<file path="src/rtl/cache_fill_ctrl.sv">
// 2-way, 2-line, 8-byte-line cache controller: hit/miss lookup, victim choice, byte-serial line fill.
// Hits answer in the request cycle; a miss fills through mem_req/mem_ack with no timeout, then settles one cycle.
module cache_fill_ctrl #(
    parameter int ADDR_W = 8,
    parameter int CNT_W  = 16
) (
    input  logic              clk,
    input  logic              reset,
    input  logic              cpu_req,
    input  logic [ADDR_W-1:0] cpu_addr,
    output logic              cpu_ready,
    input  logic              flush,
    output logic              rdline,
    output logic [2:0]        rdoffset,
    output logic              rdentry,
    output logic              wrline,
    output logic [2:0]        wroffset,
    output logic              wrentry,
    output logic              wren,
    output logic [7:0]        wrdata,
    output logic              mem_req,
    output logic [ADDR_W-1:0] mem_addr,
    input  logic              mem_ack,
    input  logic [7:0]        mem_rdata,
    output logic [CNT_W-1:0]  hit_count,
    output logic [CNT_W-1:0]  miss_count
);
    localparam int TAG_W = ADDR_W - 4;

    typedef enum logic [1:0] {S_IDLE, S_FILL, S_SETTLE} state_t;

    state_t                     state_q, state_d;
    logic [1:0][1:0]            valid_q, valid_d;   // [way][line]
    logic [1:0][1:0][TAG_W-1:0] tag_q, tag_d;
    logic [1:0]                 lru_q, lru_d;
    logic [TAG_W-1:0]           fill_tag_q, fill_tag_d;
    logic                       fill_line_q, fill_line_d;
    logic                       victim_q, victim_d;
    logic [2:0]                 fill_cnt_q, fill_cnt_d;
    logic                       flush_pend_q, flush_pend_d;
    logic                       post_fill_q, post_fill_d;
    logic [CNT_W-1:0]           hit_cnt_q, hit_cnt_d;
    logic [CNT_W-1:0]           miss_cnt_q, miss_cnt_d;

    logic [TAG_W-1:0] req_tag;
    logic             req_line;
    logic             hit0, hit1, hit;
    logic             victim_sel;
    logic             last_ack;

    assign req_tag  = cpu_addr[ADDR_W-1:4];
    assign req_line = cpu_addr[3];
    assign hit0     = cpu_req & valid_q[0][req_line] & (tag_q[0][req_line] == req_tag);
    assign hit1     = cpu_req & valid_q[1][req_line] & (tag_q[1][req_line] == req_tag);
    assign hit      = hit0 | hit1;
    assign last_ack = (state_q == S_FILL) & mem_ack & (fill_cnt_q == 3'd7);

    // Empty ways are always used before evicting anything.
    assign victim_sel = !valid_q[0][req_line] ? 1'b0 :
                        !valid_q[1][req_line] ? 1'b1 : lru_q[req_line];

    always_ff @(posedge clk) begin
        if (reset) state_q <= S_IDLE;
        else       state_q <= state_d;
    end

    always_comb begin
        state_d = state_q;
        case (state_q)
            S_IDLE:   if (cpu_req && !flush && !hit) state_d = S_FILL;
            S_FILL:   if (last_ack) state_d = S_SETTLE;
            S_SETTLE: state_d = S_IDLE;
            default:  state_d = S_IDLE;
        endcase
    end

    always_comb begin
        cpu_ready = 1'b0;
        mem_req   = 1'b0;
        wren      = 1'b0;
        case (state_q)
            S_IDLE: cpu_ready = hit & ~flush;
            S_FILL: begin
                mem_req = 1'b1;
                wren    = mem_ack;
            end
            default: ;
        endcase
    end

    always_comb begin
        valid_d      = valid_q;
        tag_d        = tag_q;
        lru_d        = lru_q;
        fill_tag_d   = fill_tag_q;
        fill_line_d  = fill_line_q;
        victim_d     = victim_q;
        fill_cnt_d   = fill_cnt_q;
        flush_pend_d = flush_pend_q;
        post_fill_d  = 1'b0;
        hit_cnt_d    = hit_cnt_q;
        miss_cnt_d   = miss_cnt_q;
        case (state_q)
            S_IDLE: begin
                if (flush) begin
                    valid_d = '0;
                end else if (hit) begin
                    lru_d[req_line] = hit0;
                    // The first hit after a fill was already counted as that fill's miss.
                    if (!post_fill_q && !(&hit_cnt_q)) hit_cnt_d = hit_cnt_q + 1'b1;
                end else if (cpu_req) begin
                    fill_tag_d                    = req_tag;
                    fill_line_d                   = req_line;
                    victim_d                      = victim_sel;
                    valid_d[victim_sel][req_line] = 1'b0;
                    fill_cnt_d                    = '0;
                    if (!(&miss_cnt_q)) miss_cnt_d = miss_cnt_q + 1'b1;
                end
            end
            S_FILL: begin
                if (flush) flush_pend_d = 1'b1;
                if (mem_ack) begin
                    fill_cnt_d = fill_cnt_q + 3'd1;
                    if (fill_cnt_q == 3'd7) begin
                        tag_d[victim_q][fill_line_q]   = fill_tag_q;
                        valid_d[victim_q][fill_line_q] = 1'b1;
                        lru_d[fill_line_q]             = ~victim_q;
                    end
                end
            end
            S_SETTLE: begin
                post_fill_d  = 1'b1;
                flush_pend_d = 1'b0;
                if (flush || flush_pend_q) valid_d = '0;
            end
            default: ;
        endcase
    end

    always_ff @(posedge clk) begin
        if (reset) begin
            valid_q      <= '0;
            tag_q        <= '0;
            lru_q        <= '0;
            fill_tag_q   <= '0;
            fill_line_q  <= 1'b0;
            victim_q     <= 1'b0;
            fill_cnt_q   <= '0;
            flush_pend_q <= 1'b0;
            post_fill_q  <= 1'b0;
            hit_cnt_q    <= '0;
            miss_cnt_q   <= '0;
        end else begin
            valid_q      <= valid_d;
            tag_q        <= tag_d;
            lru_q        <= lru_d;
            fill_tag_q   <= fill_tag_d;
            fill_line_q  <= fill_line_d;
            victim_q     <= victim_d;
            fill_cnt_q   <= fill_cnt_d;
            flush_pend_q <= flush_pend_d;
            post_fill_q  <= post_fill_d;
            hit_cnt_q    <= hit_cnt_d;
            miss_cnt_q   <= miss_cnt_d;
        end
    end

    assign rdline     = cpu_addr[3];
    assign rdoffset   = cpu_addr[2:0];
    assign rdentry    = hit1;
    assign wrline     = fill_line_q;
    assign wroffset   = fill_cnt_q;
    assign wrentry    = victim_q;
    assign wrdata     = mem_rdata;
    assign mem_addr   = {fill_tag_q, fill_line_q, fill_cnt_q};
    assign hit_count  = hit_cnt_q;
    assign miss_count = miss_cnt_q;
endmodule

</file>
<file path="config.mk">
export PLATFORM = sky130hd
export DESIGN_NAME = cache_fill_ctrl
export DESIGN_NICKNAME = d
export VERILOG_FILES = /design/src/rtl/cache_fill_ctrl.sv
export SDC_FILE = /design/constraint.sdc
export NUM_CORES = 1
export LEC_CHECK = 0
export ABC_AREA = 1
export CAP_MARGIN = 25
export CORE_MARGIN = 10
export CORE_UTILIZATION = 54
export CTS_CLUSTER_DIAMETER = 50
export CTS_CLUSTER_SIZE = 16
export DETAILED_ROUTE_END_ITERATION = 10
export HOLD_SLACK_MARGIN = 0.03
export PLACE_DENSITY = 0.83
export SYNTH_ARGS = -nofsm -noshare
export SYNTH_HDL_FRONTEND = slang
export SYNTH_SLANG_ARGS = --single-unit
</file>
<file path="constraint.sdc">
create_clock -name clk -period 4.54 [get_ports clk]
set_input_delay 0.681 -clock clk [delete_from_list [all_inputs] [get_ports clk]]
set_output_delay 0.681 -clock clk [all_outputs]
set_load 0.1 [all_outputs]
</file>
=== After elaboration in Yosys (flattened, before gate mapping) ===
Index checks and enable logic that the tools add are counted.

* Flip-flop bits (word level): 67
* Latch bits: 0
* RAM bits: 0
* ROM bits: 0
* Input bits: 21
* Output and inout port bits: 61
* Word-level logic and storage cells: 139
* Memories: 0

* Add/subtract/negate cells: 3
* Multiply operators: 0
* Divide/modulo/power cells: 0
* Magnitude comparators: 8
* Eq/ne operators: 17
* Shifts and indexed selects: 0
* Mux-type cells: 53
* Bitwise gates (word level): 15
* Reduce and logical (&&, ||, !) cells: 27

{| class="wikitable"
|+ Operators with widths
! kind !! number
|-
| 2-to-1 mux 4 bit || 11
|-
| adder 16 x 1 -> 16 bit (second input constant) || 2
|-
| AND reduction 16 bit || 2
|-
| != test 2 bit (second input constant) || 9
|-
| bitwise mux 16 bit || 1
|-
| 2-to-1 mux 2 bit || 8
|-
| 2-to-1 mux 1 bit || 15
|-
| AND reduction 5 bit || 3
|-
| 2-to-1 mux 3 bit || 4
|-
| one-hot mux 4 bit (3 select lines) || 1
|-
| demux 8 bit (select 1 bit) || 1
|-
| == test 4 bit || 2
|-
| < comparator 1 x 2 -> 1 bit (second input constant) || 4
|-
| 2-to-1 mux 8 bit || 1
|-
| one-hot mux 2 bit (2 select lines) || 2
|-
| AND reduction 4 bit || 2
|-
| bitwise AND 1 bit || 7
|-
| logical AND 1 bit || 7
|-
| != test 3 bit (second input constant) || 2
|-
| one-hot mux 3 bit (2 select lines) || 1
|-
| AND reduction 6 bit || 1
|-
| bitwise AND 4 bit || 1
|-
| bitwise mux 2 bit || 2
|-
| demux 2 bit (select 1 bit) || 2
|-
| 20 further kinds || 32
|}

=== Logic depth before layout (Yosys ltp) ===
* Word-level depth: 14
* Gate-level depth with buffers: 16

=== Worst setup path before layout ===
No wires, ideal clock.

* Path kind: reg2reg
* From: register state_q[1]
* To: register valid_q[0] (netlist name)
* Setup time: 134 ps
* Data arrival time: 3,211 ps
* Data required time: 4,406 ps
* Slack: 1,195 ps
* Cell stages (with the launch flop): 13
* Buffers on the path: 1
* Cells stage by stage: dfxtp_1 inv_1 ha_1 buf_2 nand2_1 inv_1 nand2_1 inv_1 nor2_1 nor3_1 nand2_1 nand2_1 a21oi_1

* Word-level cells in the longest chain between the ends: 3
* Elaborated cells on any way between the ends: 11

{| class="wikitable"
|+ RTL lines
! what !! line !! source
|-
| from (decl) || 32 || <nowiki>state_t state_q, state_d;</nowiki>
|-
| from (signal assigned) || 64 || <nowiki>else state_q <= state_d;</nowiki>
|-
| == test 2 bit, or another cell as far along || 103 || <nowiki>case (state_q)</nowiki>
|-
| != test 2 bit (no source line), or another cell as far along || - ||
|-
| AND reduction 6 bit (no source line) || - ||
|-
| to (signal assigned) || 154 || <nowiki>valid_q <= valid_d;</nowiki>
|-
| to (decl) || 33 || <nowiki>logic [1:0][1:0] valid_q, valid_d;</nowiki>
|}

Parallel ways exist; a longest one is shown, timed or not.
A chain may end at the register's enable or synchronous reset.

=== Worst setup path in the final report ===
* From: input cpu_addr[3]
* To: output cpu_ready

* Word-level cells in the longest chain between the ends: 7
* Elaborated cells on any way between the ends: 17

{| class="wikitable"
|+ RTL lines
! what !! line !! source
|-
| from (decl) || 10 || <nowiki>input logic [ADDR_W-1:0] cpu_addr,</nowiki>
|-
| 2-to-1 mux 4 bit (not written as such), or another cell as far along (2 in a row) || 53 || <nowiki>assign hit0 = cpu_req & valid_q[0][req_line] & (tag_q[0][req_line] == req_tag);</nowiki>
|-
| == test 4 bit, or another cell as far along || 53 ||
|-
| bitwise AND 1 bit (on tied branches) || 53, 54 ||
|-
| bitwise OR 1 bit * || 55 || <nowiki>assign hit = hit0 | hit1;</nowiki>
|-
| bitwise AND 1 bit * || 82 || <nowiki>S_IDLE: cpu_ready = hit & ~flush;</nowiki>
|-
| 2-to-1 mux 1 bit * || 81 || <nowiki>case (state_q)</nowiki>
|-
| to (decl) || 11 || <nowiki>output logic cpu_ready,</nowiki>
|}

Mark *: on every way between the ends. The rest lies on a longest branch, timed or not. The select of a mux whose other input is x is not followed.

==> flow_metrics.env <==
export IMPL_finalWirelength_microns=10200
export IMPL_dr_pass1_iters=5
export IMPL_drt_vias_per_instance=5.50
export IMPL_clk_pin_slew_ns=0.07
export IMPL_finClkSkew_ns=0.0143
export IMPL_relSlewSlack_pct=31.5
export IMPL_ys_flop_type="dfxtp_1"
export IMPL_cts_tree="built"
export IMPL_endpoint_kind="output port"
export IMPL_drtIter0Drc=202
export IMPL_hp_class="reg -> reg"
export IMPL_tns_ns=0
export IMPL_cts_inserted_buffers=9
export IMPL_cts_sinks=67
export IMPL_overflow=0
export IMPL_clkPwrFrac_pct=38.3
export IMPL_seq_area_frac_synth_pct=33.5
export IMPL_grt_max_degree=46
export IMPL_synth_area_leaders="dfxtp_1, nand2_1, a21oi_1"
export IMPL_rsz0062_at_grt="false"
export IMPL_die_width_microns=106
export IMPL_grt_pass1_vias=3671
export IMPL_ant_nets=0
export IMPL_syn_num_nets=609
export IMPL_async_flop_share_pct=0
export IMPL_min_period_over_period_pct=80.5
export IMPL_drc=0
export IMPL_ys_types=36
export IMPL_synthesis_area_sq_mm=0.00401
export IMPL_switchingPower_uw=492
export IMPL_place_hpwl_microns=7150
export IMPL_io_buffers=59
export IMPL_grt_pass1_wl_microns=17200
export IMPL_cp_max_fo=18
export IMPL_ios=82
export IMPL_status="completed"
export IMPL_start_util_pct=55.5
export IMPL_synth_top_cell_area_share_pct=33.5
export IMPL_intPower_uw=993
export IMPL_clk_latency_ns=0.36
export IMPL_area_growth_pct=17.2
export IMPL_cts_resized=0
export IMPL_crit_arrival_ns=2.97
export IMPL_setup_ws_ns=0.885
export IMPL_nets=645
export IMPL_slew_viol_final=0
export IMPL_gp_congestion=0.910
export IMPL_grt_use_total_pct=18.0
export IMPL_cts_root_buf="clkbuf_8"
export IMPL_wire_per_inst_microns=14.2
export IMPL_p_leak_uw=0.00186
export IMPL_finalSetupViolCount=0
export IMPL_power_frac_seq_pct=41.3
export IMPL_rows=31
export IMPL_cp_data_required_time_ns=3.86
export IMPL_synth_top_cell_by_area="dfxtp_1"
export IMPL_powerDensity_mw_per_mm2=317
export IMPL_synth_edf_count=0
export IMPL_n_antenna_cell=0
export IMPL_cts_htree_levels=3
export IMPL_cts_buffer_depth=2
export IMPL_cp_start_kind="primary input"
export IMPL_core_area_sq_mm=0.00721
export IMPL_die_h_microns=106
export IMPL_postCtsHoldBufs=0
export IMPL_drive_gt1_share_pct=7.10
export IMPL_syn_inst=579
export IMPL_combPwrFrac_pct=20.4
export IMPL_n_fill_cell=664
export IMPL_tightest_slew_ns=1.02
export IMPL_hold_viol_final=0
export IMPL_antenna_found_initial=0
export IMPL_max_cap_viol_count=0
export IMPL_cts_setup_buffers=0
export IMPL_vias=3958
export IMPL_crit_type="in -> out"
export IMPL_post_place_ws_ns=0.909
export IMPL_ys_warn_count=0
export IMPL_min_period_ns=3.65
export IMPL_swShare_pct=33.1
export IMPL_fin_total_pwr_uw=1490
export IMPL_ir_worst_vdd_mv=0.154
export IMPL_fmax_mhz=274
export IMPL_syn_area_per_cell_sq_um=6.92
export IMPL_synth_seq_cells=67
export IMPL_die_area_sq_mm=0.0113
[cells in the mapped netlist (all sizes together), types with 2 or more instances]
| master | instances |
|---|---|
| a21oi | 62 |
| nand3b | 2 |
| xor2 | 17 |
| o211ai | 2 |
| buf | 26 |
| inv | 58 |
| clkbuf | 10 |
| nand4 | 26 |
| nor3 | 9 |
| o21ai | 26 |
| ha | 9 |
| dfxtp | 67 |
| nor2 | 48 |
| nand3 | 55 |
| o22ai | 2 |
| nand2 | 145 |
| xnor2 | 10 |
| clkinv | 2 |
[layout make-up]
type	instances	area (sq um)	area share, %
Clock buffer	10	138	2.93
Clock inverter	6	88.8	1.89
Inverter	60	233	4.96
Multi-Input combinational cell	416	2170	46.2
Sequential cell	67	1340	28.6
Tap cell	99	124	2.64
Timing Repair Buffer	61	598	12.7
[cell usage in the layout, fill, tap and decap left out, types with 3 or more instances in the layout]
| cell | Yosys | layout |
|---|---|---|
| a21oi_1 | 61 | 61 |
| buf_4 | 16 | 5 |
| clkbuf_8 | 0 | 10 |
| clkdlybuf4s50_1 | 0 | 56 |
| dfxtp_1 | 67 | 67 |
| ha_1 | 9 | 9 |
| inv_1 | 57 | 57 |
| nand2_1 | 135 | 135 |
| nand2_2 | 7 | 7 |
| nand2_4 | 3 | 3 |
| nand3_1 | 51 | 51 |
| nand3_2 | 3 | 3 |
| nand4_1 | 26 | 26 |
| nor2_1 | 43 | 43 |
| nor2_2 | 3 | 3 |
| nor3_1 | 8 | 8 |
| o21ai_0 | 23 | 23 |
| o21ai_1 | 3 | 3 |
| xnor2_1 | 10 | 10 |
| xor2_1 | 17 | 17 |
[cell families (layout without fill, tap and decap cells)]
family                     Yosys count  in the layout  synth area share (%)
and+or+nand+nor                    286            286                  33.3
buffers and inverters               96            137                  12.3
AOI/OAI and AO/OA                   94             94                  12.2
DFF                                 67             67                  33.5
xor gates and xnor gates            27             27                  5.90
adders and majority gates            9              9                  2.81
[layer usage]
| metal | vias to the layer above | part of all wire, % | global-route usage (%) |
|---|---|---|---|
| li1 | 1953 | - | - |
| met1 | 1852 | 41 | 21.2 |
| met2 | 136 | 49 | 30.5 |
| met3 | 17 | 8.1 | 5.25 |
| met4 | 0 | 1.5 | 6.67 |
| met5 | - | 0 | 0 |
[metrics by stage]
step	area [sq um]	cells	hold WS (ns)	utilization [%]
CTS	4690	719	0.487	65.0
global route	4690	719	0.503	65.0
finish	4690	719	0.488	65.0
global placement	4470	703	0.466	61.9
floorplan	4010	579	0.465	-
detailed placement	4470	703	0.477	61.9
[critical path, cell delays in order]
cell	delay, ns
clkdlybuf4s50_1	0.91
inv_4	0.18
nand2_1	0.13
nand2_1	0.05
nand2_1	0.05
o21ai_0	0.08
nor2_1	0.12
nand2_2	0.13
nand2_4	0.14
nand2_1	0.11
inv_1	0.08
buf_4	0.28
[flip-flops by register name, summed over array words and instances, names as in the netlist]
name,cells
hit_count,16
miss_count,16
tag_q,16
fill_tag_q,4
valid_q,4
wroffset,3
lru_q,2
state_q,2
flush_pend_q,1
post_fill_q,1
wrentry,1
wrline,1
[final timing paths]
path | slack, ns | endpoint | cells after the start | from
worst max-delay path | 0.89 | cpu_ready | 12 | cpu_addr[3]
worst min-delay path | 0.49 | fill_tag_q[2]$_SDFFE_PP0P_ | 2 | fill_tag_q[2]$_SDFFE_PP0P_
worst max register to register | 2.14 | tag_q[11]$_SDFFE_PP0P_ | 8 | state_q[1]$_SDFFE_PP0P_
worst min register to register | 0.49 | fill_tag_q[2]$_SDFFE_PP0P_ | 2 | fill_tag_q[2]$_SDFFE_PP0P_
[power by group through the flow]
stage / clock [uW] / combinational [uW] / sequential (uW)
5_1_grt: 602 / 324 / 616
3_3_place_gp: 0 / 296 / 626
2_1_floorplan: 0 / 230 / 684
3_5_place_dp: 0 / 301 / 627
6_report: 569 / 303 / 613
4_1_cts: 573 / 302 / 613
Note: power is estimated with default switching activity, not from simulation.
